[src/rtl/memory_arbiter.sv]
// memory_arbiter: shares one single-ported RAM between the instruction-fetch
// port and the data port. Data requests normally win. A starvation counter
// caps how many data grants in a row can complete while a fetch is waiting.
// A grant lasts until the RAM reports ACCESS or the requester drops its
// request (abort). Every grant is followed by one IDLE cycle.
//
// state | meaning
// ------+---------------------------------------------------------------
// IDLE  | no grant; the only state in which arbitration happens
// IGNT  | instruction fetch owns the RAM until ACCESS or iREN drops
// DGNT  | data port owns the RAM until ACCESS or dREN|dWEN drops
module memory_arbiter #(
    parameter int STARVE_LIMIT = 4
) (
    input  logic        CLK,
    input  logic        nRST,
    input  logic        iREN,
    input  logic [31:0] iaddr,
    output logic        iwait,
    output logic [31:0] iload,
    input  logic        dREN,
    input  logic        dWEN,
    input  logic [31:0] daddr,
    input  logic [31:0] dstore,
    output logic        dwait,
    output logic [31:0] dload,
    output logic        ramREN,
    output logic        ramWEN,
    output logic [31:0] ramaddr,
    output logic [31:0] ramstore,
    input  logic [31:0] ramload,
    input  logic [1:0]  ramstate
);

    localparam logic [1:0] RAM_ACCESS = 2'd2;
    localparam logic [3:0] LIMIT      = 4'(STARVE_LIMIT);

    typedef enum logic [1:0] {
        IDLE = 2'd0,
        IGNT = 2'd1,
        DGNT = 2'd2
    } state_t;

    state_t     r_state;
    state_t     w_next_state;
    logic [3:0] r_scnt;
    logic       w_dreq;
    logic       w_access;

    assign w_dreq   = dREN | dWEN;
    // ERROR and BUSY both count as "not done"; the grant simply holds and retries.
    assign w_access = (ramstate == RAM_ACCESS);

    // State register.
    always_ff @(posedge CLK or negedge nRST) begin
        if (!nRST) begin
            r_state <= IDLE;
        end else begin
            r_state <= w_next_state;
        end
    end

    // Starvation counter: counts data completions that left a fetch waiting.
    always_ff @(posedge CLK or negedge nRST) begin
        if (!nRST) begin
            r_scnt <= 4'd0;
        end else if (w_access && (r_state == IGNT)) begin
            r_scnt <= 4'd0;
        end else if (w_access && (r_state == DGNT)) begin
            if (!iREN) begin
                r_scnt <= 4'd0;
            end else if (r_scnt < LIMIT) begin
                r_scnt <= r_scnt + 4'd1;
            end
        end
    end

    // Next-state: arbitrate in IDLE, hold a grant until completion or abort.
    always_comb begin
        w_next_state = r_state;
        case (r_state)
            IDLE: begin
                if (w_dreq && iREN && (r_scnt == LIMIT)) begin
                    w_next_state = IGNT;
                end else if (w_dreq) begin
                    w_next_state = DGNT;
                end else if (iREN) begin
                    w_next_state = IGNT;
                end
            end
            IGNT: begin
                if (w_access || !iREN) begin
                    w_next_state = IDLE;
                end
            end
            DGNT: begin
                if (w_access || !w_dreq) begin
                    w_next_state = IDLE;
                end
            end
            default: w_next_state = IDLE;
        endcase
    end

    // RAM drive and wait signals, combinational from state and inputs.
    always_comb begin
        ramREN   = 1'b0;
        ramWEN   = 1'b0;
        ramaddr  = 32'd0;
        ramstore = 32'd0;
        iwait    = iREN;
        dwait    = w_dreq;
        case (r_state)
            IGNT: begin
                ramREN  = 1'b1;
                ramaddr = iaddr;
                iwait   = iREN & ~w_access;
            end
            DGNT: begin
                // A simultaneous read+write request is treated as a write.
                ramREN   = dREN & ~dWEN;
                ramWEN   = dWEN;
                ramaddr  = daddr;
                ramstore = dstore;
                dwait    = w_dreq & ~w_access;
            end
            default: ;
        endcase
    end

    assign iload = ramload;
    assign dload = ramload;

endmodule

[config.mk]
export PLATFORM = sky130hd
export DESIGN_NAME = memory_arbiter
export DESIGN_NICKNAME = d
export VERILOG_FILES = /design/src/rtl/memory_arbiter.sv
export SDC_FILE = /design/constraint.sdc
export NUM_CORES = 1
export LEC_CHECK = 0
export BUFFER_PORTS_ARGS = -buffer_cell sky130_fd_sc_hd__buf_4
export CAP_MARGIN = 20
export CORE_AREA = 2 2 104 106
export CTS_CLUSTER_SIZE = 30
export DETAILED_ROUTE_END_ITERATION = 12
export DIE_AREA = 0 0 106 108
export SLEW_MARGIN = 20
export SYNTH_ARGS = -nofsm -noshare
export SYNTH_HDL_FRONTEND = slang
export SYNTH_SLANG_ARGS = --single-unit
[constraint.sdc]
create_clock -name CLK -period 3.6 [get_ports CLK]
set_input_delay 0.72 -clock CLK [delete_from_list [all_inputs] [get_ports CLK]]
set_output_delay 0.72 -clock CLK [all_outputs]
set_load 0.03 [all_outputs]
# Yosys cells after proc, flatten, opt, wreduce, memory -nomap -nowiden

Index checks and enable logic that the tools add are counted.

Logic and storage cells: 46
Bits of input ports: 135
Bits in registers: 6

Eq/ne operators: 8
Bitwise logic cells: 6
Muxes and demuxes: 16
Reduce and logical (&&, ||, !) cells: 12
Order comparisons: 1
$add $sub $neg: 1

Operators with widths:

| cell                                                        | count |
|---|---|
| case mux 32 bit (2 select lines)                            | 1 |
| 2-to-1 mux 32 bit                                           | 1 |
| 2-to-1 mux 4 bit                                            | 4 |
| 2-to-1 mux 2 bit                                            | 5 |
| case mux 2 bit (3 select lines)                             | 1 |
| adder 4 x 1 -> 4 bit (second input constant)                | 1 |
| == test 2 bit (second input constant)                       | 2 |
| == test 4 x 3 -> 1 bit (second input constant)              | 1 |
| logical AND 1 bit                                           | 4 |
| less-than comparator 4 x 3 -> 1 bit (second input constant) | 1 |
| inequality test 2 x 1 -> 1 bit (second input constant)      | 2 |
| inequality test 4 bit (second input constant)               | 1 |
| AND 1 bit                                                   | 3 |
| 2-to-1 mux 1 bit                                            | 3 |
| inequality test 3 x 1 -> 1 bit (second input constant)      | 1 |
| AND reduction 3 bit                                         | 1 |
| == test 2 x 1 -> 1 bit (second input constant)              | 1 |
| zero test 1 bit                                             | 2 |
| zero test 2 bit                                             | 1 |
| logical OR 1 bit                                            | 2 |
| NOT 1 bit                                                   | 2 |
| case mux 1 bit (2 select lines)                             | 1 |
| AND reduction 2 bit                                         | 1 |
| nonzero test 2 bit                                          | 1 |
| bitwise OR 1 bit                                            | 1 |

# Longest topological paths before layout

Gate-level depths: netlist (run 1).

Word-level depth: 5
Gate-level depth with buffers: 7
Depth with buffers taken out: 6

# Worst setup path before layout (run 1)

OpenSTA, ideal clock, no wires.

Kind: register to output
Start: register r_state[0]
End: output ramaddr[10]
Required time: 2.880 ns
Arrival time: 1.645 ns
Cell stages (with the launch flop): 7
Setup slack: 1.235 ns
Path through: dfrtp_1 inv_1 ha_1 clkbuf_1 clkbuf_1 a22oi_1 nor2b_1

Cells in the longest elaborated chain, start to end: 2

RTL lines:

| what                                                           | RTL line | source |
|---|---|---|
| start, declared                                                | 44       | `state_t r_state;` |
| start signal, assigned                                         | 59       | `r_state <= w_next_state;` |
| == test 2 bit / == test 2 x 1 -> 1 bit (equally long branches) | 113      | `case (r_state)` |
| case mux 32 bit (2 select lines) (*)                           | 113      |  |
| end, declared                                                  | 29       | `output logic [31:0] ramaddr,` |

Mark *: on every way between the ends. The rest lies on a longest branch, timed or not.

# Final worst setup path (run 1)

Start: register r_state[0]
End: output ramaddr[28]

Same word-level chain as after synthesis.

==> impl_metrics.yaml, run 1 <==
sta:
  rsz_0062_raised_after_global_routing: "no"
  clock_skew_ns: 0.00440
  finalSetupViolCount: 0
  fmax_ghz: 0.348
  fin_crit_ns: 2.88
  worst_pin_slew_ns: 0.920
  setup_tns_ns: 0
  timing_max_transition_violations_final: 0
  min_period_over_period_pct: 79.9
  finalHoldViolations: 0
  relSlewSlack_pct: 38.7
clocking:
  path_clk_slew_ns: 0.04
  ctsResizeCount: 0
  clock_insertion_delay_worst_skew_ns: 0.22
  postCtsHoldBufs: 0
  cts_tree: "done"
  htree_num_levels: 1
  max-clock-path-buffers: 2
  tritoncts_num_sinks: 6
  number_of_clock_buffers_inserted_by_tritoncts: 3
  cts_setup_buffers: 0
  cts-root-buf: "sky130_fd_sc_hd__clkbuf_8"
worst_setup_path:
  arrival_ns: 2.16
  criticalPathCategory: "reg2out"
  start_kind: "register"
  timing.critical_path.to_type: "output port"
  cp.required_ns: 2.88
  timing.critical_path.fanout_max: 39
grt:
  grt_max_degree: 40
  gr-total-overflow: 0
  first_global_vias: 1867
  initial_antenna_violation_count: 0
  grt_pass1_wl_um: 9820
  grt_use_total_pct: 10.8
synth:
  syn-instance-count: 222
  synth.top_cell.area_share_pct: 30.1
  ys_dominant_reg_cell: "sky130_fd_sc_hd__dfrtp_1"
  syn-num-nets: 362
  synth_area_leader_cell: "sky130_fd_sc_hd__buf_4"
  syn_area_per_cell_um2: 7.29
  synth_enable_flop_cells: 0
  netlist-cell-type-count: 28
  mappedNetlistArea_um2: 1620
  ys_top_cells_by_area: "sky130_fd_sc_hd__buf_4 (30%), sky130_fd_sc_hd__a22oi_1 (15%), sky130_fd_sc_hd__and2_1 (13%), sky130_fd_sc_hd__nor2b_1 (13%), sky130_fd_sc_hd__dfrtp_1 (9.3%)"
  postSynthRegisterBits: 6
  most_repeated_cell_in_the_gate_level_netlist_after_synthesis: "sky130_fd_sc_hd__buf_4"
  yosys-top-cells-count: "sky130_fd_sc_hd__buf_4 (65), sky130_fd_sc_hd__and2_1 (34), sky130_fd_sc_hd__nor2b_1 (33), sky130_fd_sc_hd__a22oi_1 (32), sky130_fd_sc_hd__clkbuf_1 (13)"
  synth_sequential_area_ratio_pct: 9.27
  yosys_warnings: 0
  synth_async_sr_flop_share_pct: 100
power_and_ir_drop:
  post-layout-total-power_mw: 1.90
  cellLeakagePower_nw: 1.27
  vdd_ir_drop_max_mv: 0.216
  power_density_nw_per_um2: 735
floorplan:
  initial_core_util_pct: 15.8
  die_height_um: 108
  design.die.area_um2: 11400
  placeableCoreArea_um2: 10200
  io_pins: 267
  rows: 37
  die_extent_in_x_um: 106
detailed_routing:
  totalWireLength_um: 6920
  detailedRoute.firstPassIterationCount: 4
  vias_per_cell: 4.09
  wl_met3_um: 658
  dr.max_layer_used: "met4"
  routed_wire_length_per_instance_um: 15.3
  remaining_drc_errors: 0
  drtIter0Drc: 81
  detail-route-antenna-nets: 0
  met2WireLength_um: 3620
  wirelength_met1_um: 2380
  route.vias.total: 1855
min_path:
  hold_path.class: "in2async"
placement:
  place.detailed.instances: 450
  post-dp-hpwl_um: 5750
  placed_area_um2: 2540
  port_buffer_count: 170
  place.gp.congestion: 0.864
final_layout:
  final.fill_count: 1107
  seqCellArea_um2: 150
  post_route_cells_drive_above_1_share_pct: 57.1
  non_filler_instance_count_after_layout: 453
  antennaDiodeCount: 0
  multi_input_comb_area_um2: 911
  layout_area_growth_over_synthesis_pct: 59.3
  design_area_um2: 2580
  nNetsFinal: 459
status:
  status: "finished clean"
job:
  cap_viol_max_count: 0
[cells in the final DEF, fill, tap and decap left out, drive strengths merged]
cell type,count
nor2,4
inv,4
nand3,1
or3b,1
mux2i,1
a21boi,1
clkbuf,3
and4b,1
and3,1
nand2,6
a22oi,32
mux2,2
nor3b,2
o21a,1
a221o,1
buf,172
o21ai,2
a21oi,2
nor2b,34
dfrtp,6
o221a,1
and2,34
ha,5
[cell families after synthesis]
family,share of synthesized area [%]
muxes,2.24
buffers and inverters,34.6
AOI/OAI and AO/OA,18.3
and+or+nand+nor,31.7
DFF,9.27
adders and majority gates,3.86
[power breakdown]
part	internal (mW)	switching [mW]	total [mW]
Clock	0.0718	0.0279	0.0997
Combinational	0.681	1.00	1.68
Sequential	0.0919	0.0211	0.113
Total	0.844	1.05	1.90
[sequential cells by signal (all words and copies together) (netlist names)]
signal	count
r_scnt	4
r_state	2
[routing by layer]
layer | vias up | global-route usage, %
li1 | 865 | -
met4 | 0 | 5.55
met1 | 833 | 11.3
met2 | 139 | 20.5
met3 | 18 | 2.11
met5 | - | 0
[path summary, 6_finish.rpt]
check | from | endpoint | slack (ns) | cells after the start
setup / recovery | r_state[0]$_DFFE_PN0P_ | ramaddr[28] | 0.72 | 6
hold / removal | nRST | r_scnt[1]$_DFFE_PN0P_ | 0.30 | 1
setup reg to reg | r_state[0]$_DFFE_PN0P_ | r_scnt[0]$_DFFE_PN0P_ | 1.63 | 5
hold reg to reg | r_state[1]$_DFFE_PN0P_ | r_state[1]$_DFFE_PN0P_ | 0.56 | 1
max in group asynchronous | nRST | r_scnt[3]$_DFFE_PN0P_ | 3.18 | 1
min in group CLK | r_state[1]$_DFFE_PN0P_ | r_state[1]$_DFFE_PN0P_ | 0.56 | 1
[area by class of cell]
class / instances / area share (%)
well taps: 136 / 6.60
clock buffers: 3 / 1.60
multi-input cells: 132 / 35.3
repair buffers: 172 / 50.1
inverters: 4 / 0.582
flip-flops and latches: 6 / 5.82
[worst max-delay path, stage by stage (launching register included)]
cell	delay [ns]
sky130_fd_sc_hd__dfrtp_1	0.38
sky130_fd_sc_hd__inv_1	0.10
sky130_fd_sc_hd__ha_2	0.58
sky130_fd_sc_hd__buf_4	0.41
sky130_fd_sc_hd__a22oi_1	0.14
sky130_fd_sc_hd__nor2b_1	0.14
sky130_fd_sc_hd__buf_4	0.17
[stage by stage]
step	setup slack, ns	hold slack [ns]	util [%]
3_3_place_gp	0.992	0.531	24.8
6_report	0.724	0.300	25.2
2_1_floorplan	1.24	0.424	-
4_1_cts	0.663	0.297	25.2
3_5_place_dp	0.896	0.533	24.8
5_1_grt	0.460	0.298	25.2
Power figures use the tool's default switching activity.
==> run 2: changes to the inputs <==
--- a/config.mk
+++ b/config.mk
@@ -7,10 +7,10 @@
 export LEC_CHECK = 0
 export BUFFER_PORTS_ARGS = -buffer_cell sky130_fd_sc_hd__buf_4
 export CAP_MARGIN = 20
-export CORE_AREA = 2 2 104 106
+export CORE_AREA = 2 2 103 105
 export CTS_CLUSTER_SIZE = 30
 export DETAILED_ROUTE_END_ITERATION = 12
-export DIE_AREA = 0 0 106 108
+export DIE_AREA = 0 0 105 107
 export SLEW_MARGIN = 20
 export SYNTH_ARGS = -nofsm -noshare
 export SYNTH_HDL_FRONTEND = slang
==> constraint.sdc (replaced) <==
create_clock -name CLK -period 2.47 [get_ports CLK]
set_input_delay 0.494 -clock CLK [delete_from_list [all_inputs] [get_ports CLK]]
set_output_delay 0.494 -clock CLK [all_outputs]
set_load 0.03 [all_outputs]
==> impl_metrics.yaml, run 2 (same netlist as run 1, synthesis figures left out) <==
status:
  status: "finished clean"
grt:
  initial_antenna_violation_count: 0
  globalRouteMet3Util_pct: 2.86
  globalRouteMet1Util_pct: 12.5
  grt_use_total_pct: 11.9
  grt_busiest_layer: "met2"
  use_met2_pct: 23.8
  grt_max_degree: 56
  gr-total-overflow: 0
  first_global_vias: 1955
  grt_pass1_wl_um: 10600
clocking:
  htree_num_levels: 1
  number_of_clock_buffers_inserted_by_tritoncts: 3
  cts-root-buf: "sky130_fd_sc_hd__clkbuf_8"
  path_clk_slew_ns: 0.04
  cts_tree: "done"
  postCtsHoldBufs: 0
  tritoncts_num_sinks: 6
  cts_setup_buffers: 0
  ctsResizeCount: 0
  max-clock-path-buffers: 2
  clock_insertion_delay_worst_skew_ns: 0.23
detailed_routing:
  detail-route-antenna-nets: 0
  routed_wire_length_per_instance_um: 16.2
  vias_per_cell: 4.07
  route.vias.total: 1854
  remaining_drc_errors: 0
  drtIter0Drc: 88
  totalWireLength_um: 7400
  detailedRoute.firstPassIterationCount: 6
worst_setup_path:
  arrival_ns: 1.81
  cp.required_ns: 1.98
  timing.critical_path.to_type: "output port"
  start_kind: "register"
  criticalPathCategory: "reg2out"
  timing.critical_path.fanout_max: 55
sta:
  fin_crit_ns: 2.30
  finalSetupViolCount: 0
  worst_pin_slew_ns: 0.300
  setup_tns_ns: 0
  finalHoldViolations: 0
  fmax_ghz: 0.435
  rsz_0062_raised_after_global_routing: "no"
  relSlewSlack_pct: 79.9
  timing_max_transition_violations_final: 0
  fin_ws_ns: 0.169
  min_period_over_period_pct: 93.2
  clock_skew_ns: 0.00279
min_path:
  hold_path.class: "in2async"
floorplan:
  rows: 37
  io_pins: 267
  die_height_um: 107
  placeableCoreArea_um2: 10100
  initial_core_util_pct: 16.0
  design.die.area_um2: 11200
  die_extent_in_x_um: 105
power_and_ir_drop:
  cellLeakagePower_nw: 1.29
  post-layout-total-power_mw: 2.88
  vdd_ir_drop_max_mv: 0.326
  power_density_nw_per_um2: 1100
placement:
  place.gp.congestion: 0.784
  place.detailed.instances: 453
  post-dp-hpwl_um: 6100
  port_buffer_count: 170
  place_ws_ns: 0.273
final_layout:
  largest_register_ff_count: 4
  layout_top_registers: "r_scnt x4, r_state x2"
  most_common_library_cell_in_the_layout_ignoring_fill_and_taps: "sky130_fd_sc_hd__buf_4"
  post_route_cells_drive_above_1_share_pct: 57.5
  layout_area_growth_over_synthesis_pct: 62.1
  most-common-layout-cells: "sky130_fd_sc_hd__buf_4 (174), sky130_fd_sc_hd__and2_1 (34), sky130_fd_sc_hd__nor2b_1 (33)"
  nNetsFinal: 462
  antennaDiodeCount: 0
  non_filler_instance_count_after_layout: 456
  finish.utilization_pct: 26.0
  largest-register: "r_scnt"
job:
  cap_viol_max_count: 0
==> run 2: final cells by class <==
cell class | count | area, µm²
inverter | 4 | 15.0
fill | 1100 | 7470
multi-input combinational | 132 | 921
timing repair buffer | 175 | 1330
tap | 136 | 170
sequential | 6 | 150
clock buffer | 3 | 41.3
==> run 2: critical path, stage by stage (launching register included) <==
cell,delay (ns)
sky130_fd_sc_hd__dfrtp_1,0.37
sky130_fd_sc_hd__inv_1,0.14
sky130_fd_sc_hd__ha_4,0.28
sky130_fd_sc_hd__buf_12,0.26
sky130_fd_sc_hd__a22oi_1,0.13
sky130_fd_sc_hd__nor2b_1,0.20
sky130_fd_sc_hd__buf_4,0.20
==> run 2: path summary, 6_finish.rpt <==
kind,cells past startpoint,to,slack [ns],startpoint
setup / recovery,6,ramaddr[28],0.17,r_state[0]$_DFFE_PN0P_
hold / removal,1,r_scnt[1]$_DFFE_PN0P_,0.07,nRST
setup reg to reg,7,r_state[1]$_DFFE_PN0P_,0.72,r_state[1]$_DFFE_PN0P_
hold reg to reg,1,r_scnt[2]$_DFFE_PN0P_,0.57,r_scnt[2]$_DFFE_PN0P_
max in group asynchronous,1,r_state[1]$_DFFE_PN0P_,2.29,nRST
min in group CLK,1,r_scnt[2]$_DFFE_PN0P_,0.57,r_scnt[2]$_DFFE_PN0P_
==> run 2: per-layer routing <==
layer / vias up / routed length, µm
met5: - / 0
met2: 123 / 4000
met1: 852 / 2670
met4: 0 / 102
met3: 12 / 626
li1: 867 / -
==> run 2: power by group <==
part / total, mW / switching [mW] / internal, mW
Combinational: 2.56 / 1.51 / 1.05
Clock: 0.151 / 0.0457 / 0.105
Sequential: 0.164 / 0.0298 / 0.134
Total: 2.88 / 1.59 / 1.29
==> run 2: metrics by stage <==
step                      instance area, µm²  hold slack [ns]
after floorplan                         1620            0.198
after global placement                  2570            0.306
after detailed placement                2570            0.308
after CTS                               2610           0.0693
after global routing                    2620           0.0695
final                                   2620           0.0673
==> run 3: changes to the inputs <==
--- a/config.mk
+++ b/config.mk
@@ -7,10 +7,13 @@
 export LEC_CHECK = 0
 export BUFFER_PORTS_ARGS = -buffer_cell sky130_fd_sc_hd__buf_4
 export CAP_MARGIN = 20
-export CORE_AREA = 2 2 103 105
+export CELL_PAD_IN_SITES_DETAIL_PLACEMENT = 1
+export CELL_PAD_IN_SITES_GLOBAL_PLACEMENT = 1
+export CORE_ASPECT_RATIO = 0.5
+export CORE_UTILIZATION = 15
 export CTS_CLUSTER_SIZE = 30
 export DETAILED_ROUTE_END_ITERATION = 12
-export DIE_AREA = 0 0 105 107
+export PLACE_DENSITY_LB_ADDON = 0.1
 export SLEW_MARGIN = 20
 export SYNTH_ARGS = -nofsm -noshare
 export SYNTH_HDL_FRONTEND = slang
==> impl_metrics.yaml, run 3 (same netlist as run 1, synthesis figures left out) <==
status:
  status: "finished clean"
final_layout:
  antennaDiodeCount: 0
  final.fill_count: 1250
  most-common-layout-cells: "sky130_fd_sc_hd__buf_4 (171), sky130_fd_sc_hd__and2_1 (34), sky130_fd_sc_hd__nor2b_1 (33)"
  nNetsFinal: 461
  layout_top_registers: "r_scnt x4, r_state x2"
  design_area_um2: 2670
  largest_register_ff_count: 4
  most_common_library_cell_in_the_layout_ignoring_fill_and_taps: "sky130_fd_sc_hd__buf_4"
  non_filler_instance_count_after_layout: 459
  post_route_cells_drive_above_1_share_pct: 57.4
  finish.utilization_pct: 25.8
  layout_area_growth_over_synthesis_pct: 64.9
  largest-register: "r_scnt"
clocking:
  path_clk_slew_ns: 0.03
  postCtsHoldBufs: 0
  cts_tree: "done"
  tritoncts_num_sinks: 6
  ctsResizeCount: 0
  clock_insertion_delay_worst_skew_ns: 0.23
  cts_setup_buffers: 0
  htree_num_levels: 1
  cts-root-buf: "sky130_fd_sc_hd__clkbuf_16"
  max-clock-path-buffers: 2
  number_of_clock_buffers_inserted_by_tritoncts: 3
floorplan:
  io_pins: 267
  placeableCoreArea_um2: 10300
  die_extent_in_x_um: 149
  die_height_um: 75.5
  design.die.area_um2: 11200
  initial_core_util_pct: 15.7
  rows: 26
sta:
  clock_skew_ns: 0.000853
  setup_tns_ns: 0
  min_period_over_period_pct: 91.6
  worst_hold_slack_ns: 0.0700
  timing_max_transition_violations_final: 0
  fin_crit_ns: 2.26
  fin_ws_ns: 0.208
  rsz_0062_raised_after_global_routing: "no"
  relSlewSlack_pct: 73.4
  worst_pin_slew_ns: 0.399
  fmax_ghz: 0.442
  finalHoldViolations: 0
  finalSetupViolCount: 0
worst_setup_path:
  start_kind: "register"
  timing.critical_path.fanout_max: 28
  critical_path.max_stage_delay_ns: 0.40
  critical-path-slowest-cell: "sky130_fd_sc_hd__ha_1"
  critical_path.cell_chain: "inv_1 > ha_1 > buf_12 > a22oi_1 > nor2b_1 > buf_4"
  cp_num_buf_inv: 3
  timing.critical_path.to_type: "output port"
  arrival_ns: 1.77
  cp.required_ns: 1.98
  critical-path-top-delay-family: "buffers and inverters"
  criticalPathCategory: "reg2out"
power_and_ir_drop:
  power_switching_mw: 1.56
  cellLeakagePower_nw: 1.31
  share_of_total_power_consumed_by_net_switching_pct: 52.4
  power_density_nw_per_um2: 1120
  relative_contribution_of_the_clock_network_to_total_power_pct: 8.8
  power.combinational.fraction_pct: 85.9
  vdd_ir_drop_max_mv: 0.287
  internal-power_mw: 1.42
  post-layout-total-power_mw: 2.98
  register_share_of_total_power_pct: 5.3
placement:
  place.gp.congestion: 0.783
  place_ws_ns: 0.448
  post-dp-hpwl_um: 6450
  place.detailed.instances: 456
  placed_area_um2: 2590
  port_buffer_count: 170
detailed_routing:
  route.vias.total: 1798
  detail-route-antenna-nets: 0
  vias_per_cell: 3.92
  routed_wire_length_per_instance_um: 16.5
  detailedRoute.firstPassIterationCount: 4
  remaining_drc_errors: 0
  totalWireLength_um: 7570
  drtIter0Drc: 56
grt:
  first_global_vias: 1783
  grt_use_total_pct: 11.9
  grt_max_degree: 48
  gr-total-overflow: 0
  initial_antenna_violation_count: 0
  grt_pass1_wl_um: 10300
min_path:
  hold_path.class: "in2async"
job:
  cap_viol_max_count: 0
run 3: cell count changes in the layout (fill, tap and decap cells not counted):
cell                        change
sky130_fd_sc_hd__ha_4           -1
sky130_fd_sc_hd__buf_12         +2
sky130_fd_sc_hd__buf_4          -3
sky130_fd_sc_hd__clkbuf_8       -3
sky130_fd_sc_hd__ha_2           +1
sky130_fd_sc_hd__clkbuf_16      +3
run 3: layout make-up:
class                           instances  area, µm²  area share (%)
Timing Repair Buffer                  174       1340            50.3
Multi-Input combinational cell        132        911            34.1
Tap cell                              140        175            6.56
Sequential cell                         6        150            5.62
Clock buffer                            3       75.1            2.81
Inverter                                4       15.0           0.562
run 3: power by group through the flow:
| stage | clock network (mW) | registers (mW) | logic, mW |
|---|---|---|---|
| after floorplan | 0 | 0.154 | 1.79 |
| after global placement | 0 | 0.160 | 2.58 |
| after detailed placement | 0 | 0.161 | 2.61 |
| after CTS | 0.266 | 0.160 | 2.61 |
| after global routing | 0.274 | 0.168 | 2.74 |
| final | 0.261 | 0.159 | 2.56 |
run 3: worst paths after layout:
| kind | from | endpoint | slack, ns | depth (start not counted) |
|---|---|---|---|---|
| worst max-delay path | r_state[1]$_DFFE_PN0P_ | ramaddr[17] | 0.21 | 6 |
| min in group CLK | r_state[1]$_DFFE_PN0P_ | r_state[1]$_DFFE_PN0P_ | 0.55 | 1 |
| worst min register to register | r_state[1]$_DFFE_PN0P_ | r_state[1]$_DFFE_PN0P_ | 0.55 | 1 |
| max in group asynchronous | nRST | r_scnt[0]$_DFFE_PN0P_ | 2.28 | 1 |
| worst max register to register | r_state[0]$_DFFE_PN0P_ | r_scnt[0]$_DFFE_PN0P_ | 0.77 | 6 |
| worst min-delay path | nRST | r_scnt[1]$_DFFE_PN0P_ | 0.07 | 1 |
run 3: layer usage:
| metal | vias up | track usage [%] | routed length, µm |
|---|---|---|---|
| li1 | 869 | - | - |
| met1 | 819 | 12.4 | 2680 |
| met2 | 92 | 24.7 | 4190 |
| met3 | 18 | 1.98 | 569 |
| met4 | 0 | 4.42 | 133 |
| met5 | - | 0 | 0 |
